===== config.mk =====
export PLATFORM = sky130hd
export DESIGN_NAME = rr_arbiter_8
export DESIGN_NICKNAME = d
export VERILOG_FILES = /design/src/rtl/rr_arb_pkg.sv /design/src/rtl/onehot_dec_3x8.sv /design/src/rtl/rr_arbiter_8.sv
export SDC_FILE = /design/constraint.sdc
export NUM_CORES = 1
export LEC_CHECK = 0
export CORE_ASPECT_RATIO = 0.7
export CORE_MARGIN = 2
export CORE_UTILIZATION = 61
export CTS_BUF_LIST = sky130_fd_sc_hd__clkbuf_8
export DETAILED_ROUTE_END_ITERATION = 7
export GPL_TIMING_DRIVEN = 0
export PLACE_DENSITY = 0.88
export SLEW_MARGIN = 5
export SYNTH_ARGS = -nofsm -noshare
export SYNTH_HDL_FRONTEND = slang
export SYNTH_SLANG_ARGS = --single-unit
export TNS_END_PERCENT = 20

===== constraint.sdc =====
create_clock -name clk -period 6 [get_ports clk]
set_clock_uncertainty 0.2 [all_clocks]
set_input_delay 0.6 -clock clk [delete_from_list [all_inputs] [get_ports clk]]
set_output_delay 0.6 -clock clk [all_outputs]
set_load 0.1 [all_outputs]

===== src/rtl/rr_arb_pkg.sv =====
// Shared constants and state type for the 8-way round-robin arbiter.
package rr_arb_pkg;
   localparam int NUM_REQ = 8;
   localparam int IDX_W   = 3;

   typedef enum logic {
      ST_IDLE  = 1'b0,
      ST_GRANT = 1'b1
   } state_t;
endpackage


===== src/rtl/onehot_dec_3x8.sv =====
// Combinational 3-to-8 one-hot decoder; zero latency, no flow control.
module onehot_dec_3x8
   import rr_arb_pkg::*;
(
   input  logic [IDX_W-1:0]   i_idx,
   output logic [NUM_REQ-1:0] o_onehot
);
   always_comb begin
      o_onehot        = '0;
      o_onehot[i_idx] = 1'b1;
   end
endmodule


===== src/rtl/rr_arbiter_8.sv =====
// 8-way round-robin arbiter, grant one cycle after a request is seen in IDLE, held until released.
// Optional per-ownership hold limit (MAX_HOLD cycles) compiled in with RR_ARB_TIMEOUT_EN.
module rr_arbiter_8
   import rr_arb_pkg::*;
#(
   parameter int MAX_HOLD = 16
)
(
   input  logic               clk,
   input  logic               rst,
   input  logic [NUM_REQ-1:0] req,
   output logic [NUM_REQ-1:0] gnt,
   output logic [IDX_W-1:0]   gnt_idx,
   output logic               gnt_valid
);
   if (MAX_HOLD < 1 || MAX_HOLD > 255) begin : g_max_hold_range
      $error("rr_arbiter_8: MAX_HOLD must be within 1..255");
   end

   // First requester at or after the pointer, wrapping modulo 8.
   function automatic logic [IDX_W-1:0] f_rr_scan(input logic [NUM_REQ-1:0] i_vec,
                                                  input logic [IDX_W-1:0]   i_ptr);
      logic [IDX_W-1:0] v_idx;
      logic             v_found;
      v_found   = 1'b0;
      f_rr_scan = i_ptr;
      for (int k = 0; k < NUM_REQ; k++) begin
         v_idx = i_ptr + IDX_W'(k);
         if (!v_found && i_vec[v_idx]) begin
            f_rr_scan = v_idx;
            v_found   = 1'b1;
         end
      end
   endfunction

   state_t             r_state;
   state_t             w_state_nxt;
   logic [IDX_W-1:0]   r_ptr;
   logic [IDX_W-1:0]   w_ptr_nxt;
   logic [IDX_W-1:0]   r_gnt_idx;
   logic [IDX_W-1:0]   w_idx_nxt;
   logic [NUM_REQ-1:0] r_gnt;
   logic [NUM_REQ-1:0] w_dec;
   logic [NUM_REQ-1:0] w_gnt_nxt;
   logic               w_timeout;

`ifdef RR_ARB_TIMEOUT_EN
   logic [7:0] r_hold;

   // Counter is zero on the first GRANT cycle, so the grant lasts exactly MAX_HOLD cycles.
   always_ff @(posedge clk) begin
      if (rst) begin
         r_hold <= 8'd0;
      end else if (r_state == ST_GRANT) begin
         r_hold <= r_hold + 8'd1;
      end else begin
         r_hold <= 8'd0;
      end
   end

   assign w_timeout = (r_hold == 8'(MAX_HOLD - 1));
`else
   assign w_timeout = 1'b0;
`endif

   always_comb begin
      w_state_nxt = r_state;
      w_ptr_nxt   = r_ptr;
      w_idx_nxt   = r_gnt_idx;
      case (r_state)
         ST_IDLE: begin
            if (|req) begin
               w_state_nxt = ST_GRANT;
               w_idx_nxt   = f_rr_scan(req, r_ptr);
            end
         end
         ST_GRANT: begin
            if (!req[r_gnt_idx] || w_timeout) begin
               w_state_nxt = ST_IDLE;
               w_ptr_nxt   = r_gnt_idx + 3'd1;
            end
         end
         default: w_state_nxt = ST_IDLE;
      endcase
   end

   onehot_dec_3x8 u_dec (
      .i_idx    (w_idx_nxt),
      .o_onehot (w_dec)
   );

   assign w_gnt_nxt = (w_state_nxt == ST_GRANT) ? w_dec : '0;

   always_ff @(posedge clk) begin
      if (rst) begin
         r_state   <= ST_IDLE;
         r_ptr     <= '0;
         r_gnt_idx <= '0;
         r_gnt     <= '0;
      end else begin
         r_state   <= w_state_nxt;
         r_ptr     <= w_ptr_nxt;
         r_gnt_idx <= w_idx_nxt;
         r_gnt     <= w_gnt_nxt;
      end
   end

   assign gnt       = r_gnt;
   assign gnt_idx   = r_gnt_idx;
   assign gnt_valid = (r_state == ST_GRANT);
endmodule


After elaboration in Yosys (flattened, before gate mapping):

Index checks and enable logic that the tools add are counted.

* word-level logic and storage cells: 97
* RAM bits: 0
* latch bits: 0
* bits in read-only memories: 0
* register bits: 15
* input port bits: 10
* memories kept: 0
* output and inout bits: 12

* muxes and demuxes: 53
* bitwise gates (word level): 3
* multiply operators: 0
* $lt $le $gt $ge: 11
* add/subtract/negate cells: 8
* shift-type cells: 0
* equality and inequality tests: 0
* reductions and logical operators: 18
* div/mod/pow operators: 0

Operators by type and width (count)
* $lt 3x4->1 const B: 10
* $mux 1: 33
* $bmux 1 s3: 9
* $mux 3: 9
* $add 3x3->3 const B: 4
* $logic_and 1x1->1: 8
* $reduce_or 8->1: 1
* $logic_not 1->1: 7
* $add 3x1->3 const B: 2
* $add 3x2->3 const B: 2
* $demux 1 s3: 1
* $ge 3x1->1 const B: 1
* $not 1->1: 3
* $pmux 1 s2: 1
* $reduce_and 2->1: 1
* $reduce_or 2->1: 1

Longest topological paths before layout:

* depth in word-level cells: 44
* gate-level depth with buffers: 13
* mapped depth without buffers: 10

Modules after synthesis:

Synthesis repeated with hierarchy kept, for this count alone.

* cell total of the unflattened synthesis: 162
* area total of the unflattened synthesis: 1591.5 µm²

By module, submodules not included
* rr_arbiter_8: cells an instance 154, times used 1, area an instance 1526.5 µm², seq. area each 300.3 µm²
* onehot_dec_3x8: cells an instance 8, times used 1, area an instance 65.1 µm², seq. area each 0.0 µm²

Worst setup path before layout:

OpenSTA, ideal clock, no wires.

* path kind: flip-flop to flip-flop
* from: reg r_ptr[0]
* to: reg r_gnt[4] (netlist: gnt[4])
* arrival: 3.064 ns
* path buffers: 3
* path slack: 2.658 ns
* setup time: 0.078 ns
* period minus slack after synthesis: 3.342 ns
* data required time: 5.722 ns
* stages on the path, launching flop included: 14
* path through: dfxtp_1 > buf_6 > buf_2 > inv_1 > ha_1 > buf_2 > mux4_2 > mux2i_2 > nand2_1 > a221o_1 > nand2_1 > a2111oi_2 > a2111o_1 > nor3_1

* cells in the longest elaborated chain, start to end: 44
* elaborated cells between the ends (all ways): 72
* classes of those cells: 7 x add/sub; 2 x order compare; 48 x mux; 15 x reduce/logical

Ends and longest elaborated chain
* from (decl): line rr_arbiter_8.sv:38 `logic [IDX_W-1:0] r_ptr;`
* from (signal assigned): line rr_arbiter_8.sv:102 `r_ptr <= w_ptr_nxt;`
* $bmux 1 s3: line rr_arbiter_8.sv:29 `if (!v_found && i_vec[v_idx]) begin`
* $mux 1 (not written as such): line rr_arbiter_8.sv:29
* $mux 1: line rr_arbiter_8.sv:29
* $mux 1: line rr_arbiter_8.sv:72 `if (|req) begin`
* $mux 1: line rr_arbiter_8.sv:70 `case (r_state)`
* $logic_not 1->1: line rr_arbiter_8.sv:29
* $logic_and 1x1->1: line rr_arbiter_8.sv:29
* $mux 1: line rr_arbiter_8.sv:29
* [28 not listed]
* $logic_and 1x1->1: line rr_arbiter_8.sv:29
* $mux 3 (*): line rr_arbiter_8.sv:29
* $mux 3 (*): line rr_arbiter_8.sv:72
* $mux 3 (*): line rr_arbiter_8.sv:70
* $lt 3x4->1 (not written as such) or $ge 3x1->1 (tied branches): line onehot_dec_3x8.sv:10 `o_onehot[i_idx] = 1'b1;`
* $logic_and 1x1->1 (not written as such): line onehot_dec_3x8.sv:10
* $mux 1 (not written as such): line onehot_dec_3x8.sv:10
* $demux 1 s3 (*)
* to (signal assigned): line rr_arbiter_8.sv:104 `r_gnt <= w_gnt_nxt;`
* to (decl): line rr_arbiter_8.sv:42 `logic [NUM_REQ-1:0] r_gnt;`

Mark *: on every way between the ends. The rest lies on a longest branch, timed or not. The select of a mux whose other input is x is not followed.
A chain may end at the register's enable or synchronous reset.

Worst setup path in the final report:

* from: reg r_ptr[0]
* to: reg r_gnt[6] (netlist: gnt[6])

The elaborated chain is that of the path after synthesis.

==> metrics.yaml <==
core_um2: 2440
cts.sinks: 15
ctsLongestPathBuffers: 2
wl_per_cell_um: 19.7
place_ws_ns: 1.96
portBuffers: 21
cts_root_buf: "clkbuf_8"
ys_seq_area_frac: 0.193
yosysTopAreaCellShare: 0.193
die_x_um: 64.4
final.min_clock_period_ns: 4.17
period_share: 0.695
fin_util: 0.760
track_usage: 0.326
drtPass1Iterations: 6
syn_nets: 182
ys_seq_elements: 15
hold_violations: 0
synth_enable_flop_cells: 0
slew_headroom: 0.341
leakage_uw: 0.000662
vias: 1592
synth_cells: 169
grt_pass1_wl_mm: 7.20
avgSynthCellArea_um2: 9.20
synthArstFlopShare: 0
antenna_found_initial: 0
ys_warn_count: 0
final_net_count: 208
rows: 15
start_kind: "flop"
post_cts_resize_count: 0
whs_ns: 0.402
cp.required_ns: 5.97
rsz0062_at_grt: "no"
synth_top_cell_by_area: "dfxtp_1"
grt_max_degree: 11
routed_via_density: 6.98
drtIter0Drc: 218
start_util: 0.637
grt.overflow.total: 0
die_h_um: 46.2
setup-violations-final: 0
finalMaxSlewViolations: 0
power_density_nw_per_um2: 626
layout-drive-gt1-share: 0.196
clock_latency_ns: 0.25
clkTransAtPathRegs_ns: 0.07
num_antenna_cells: 0
most-common-layout-cells: "nand2_1, clkdlybuf4s50_1, dfxtp_1, nor2_1, mux4_2"
synth.distinct_cells: 54
cts-htree-levels: 1
setup_ws_ns: 1.83
timing_worst_setup_path_type: "reg -> reg"
hold_class: "reg -> reg"
synthTopCellsByArea: "dfxtp_1, mux4_2, nand2_1"
endpoint_kind: "flop"
postRouteAntennaNets: 0
dieArea_um2: 2980
cts_made_buffers: 3
ctsHoldBuffers: 0
max_freq_mhz: 240
area_growth_pct: 19.2
cts_tree: "built"
syn_area_um2: 1560
fin_setup_tns_ns: 0
drc: 0
gp_congestion: 0.934
crit_fanout: 10
ios: 22
synth_flop_cell: "dfxtp_1"
cts_setup_buffers: 0
ir_drop_mv: 0.474
num-fill-cells: 166
grt_pass1_vias: 1472
post-dp-hpwl_mm: 3.42
wl_mm: 4.49
power_uw: 1160
worstMarginPinSlew_ns: 0.985
max_cap_viol_count: 0
worstPathArrival_ns: 4.14
outcome: "finished, final reports clean"
## cells in the mapped netlist (3+ instances only)
cell type,count
mux4_2,12
a22oi_1,3
dfxtp_1,15
ha_1,3
nor2_1,14
inv_1,5
xor2_1,3
mux2i_1,7
nand2_1,21
a21oi_1,6
a211oi_1,3
buf_2,5
and2_1,4
nor3_1,11
xnor2_1,3
## routing by layer
layer | share of wire | GRT usage
met5 | 0 | 0
met3 | 0.092 | 0.0587
met2 | 0.49 | 0.571
met1 | 0.40 | 0.426
met4 | 0.020 | 0.0851
## layout make-up
class                           instances  area [um2]  area share
Buffer                                  7        43.8      0.0236
Timing Repair Buffer                   21         210       0.113
Clock buffer                            3        41.3      0.0223
Clock inverter                          1        5.00     0.00270
Inverter                                5        18.8      0.0101
Tap cell                               34        42.5      0.0229
Multi-Input combinational cell        142        1190       0.643
Sequential cell                        15         300       0.162
## cells by family (layout without fill, tap and decap cells)
group	Yosys count	count (layout)	synth area share
flops	15	15	0.193
compound gates	39	39	0.206
mux	24	24	0.265
buf+inv	12	37	0.0402
xor+xnor	6	6	0.0338
simple gates	70	70	0.237
fa+ha+maj	3	3	0.0241
## critical path, cell delays in order (launching register included)
cell and delay (ns):
dfxtp_1 0.36, buf_6 0.15, buf_2 0.24, inv_1 0.14, ha_1 0.38, buf_2 0.30
mux4_2 0.37, mux2i_2 0.32, nor3_1 0.12, or2_1 0.27, a311oi_1 0.45, xnor2_1 0.19
a211o_1 0.39, nor3_1 0.19
## final timing paths
kind | from | end | slack, ns | cells past startpoint
max | r_ptr[0]$_SDFFE_PP0P_ | gnt[6]$_SDFF_PP0_ | 1.83 | 13
min | gnt_idx[0]$_SDFF_PP0_ | gnt_idx[0]$_SDFF_PP0_ | 0.40 | 2
max reg2reg | r_ptr[0]$_SDFFE_PP0P_ | gnt[6]$_SDFF_PP0_ | 1.83 | 13
min reg2reg | gnt_idx[0]$_SDFF_PP0_ | gnt_idx[0]$_SDFF_PP0_ | 0.40 | 2
## metrics by stage
step	area, um2	cells
after detailed placement	1810	224
after floorplan	1560	169
after global placement	1810	224
final	1850	228
after global routing	1850	228
after CTS	1850	228
## state kept, by name (all words and copies together), names as in the netlist
| signal | cells |
|---|---|
| gnt_idx | 3 |
| gnt | 8 |
| r_ptr | 3 |
| gnt_valid | 1 |
## report_power, final
group          switching, uW  leakage [uW]  internal (uW)
sequential              31.3      0.000123            132
clock                   37.4     0.0000255           46.0
combinational            589      0.000513            326
total                    657      0.000662            504
Power figures use the tool's default switching activity.
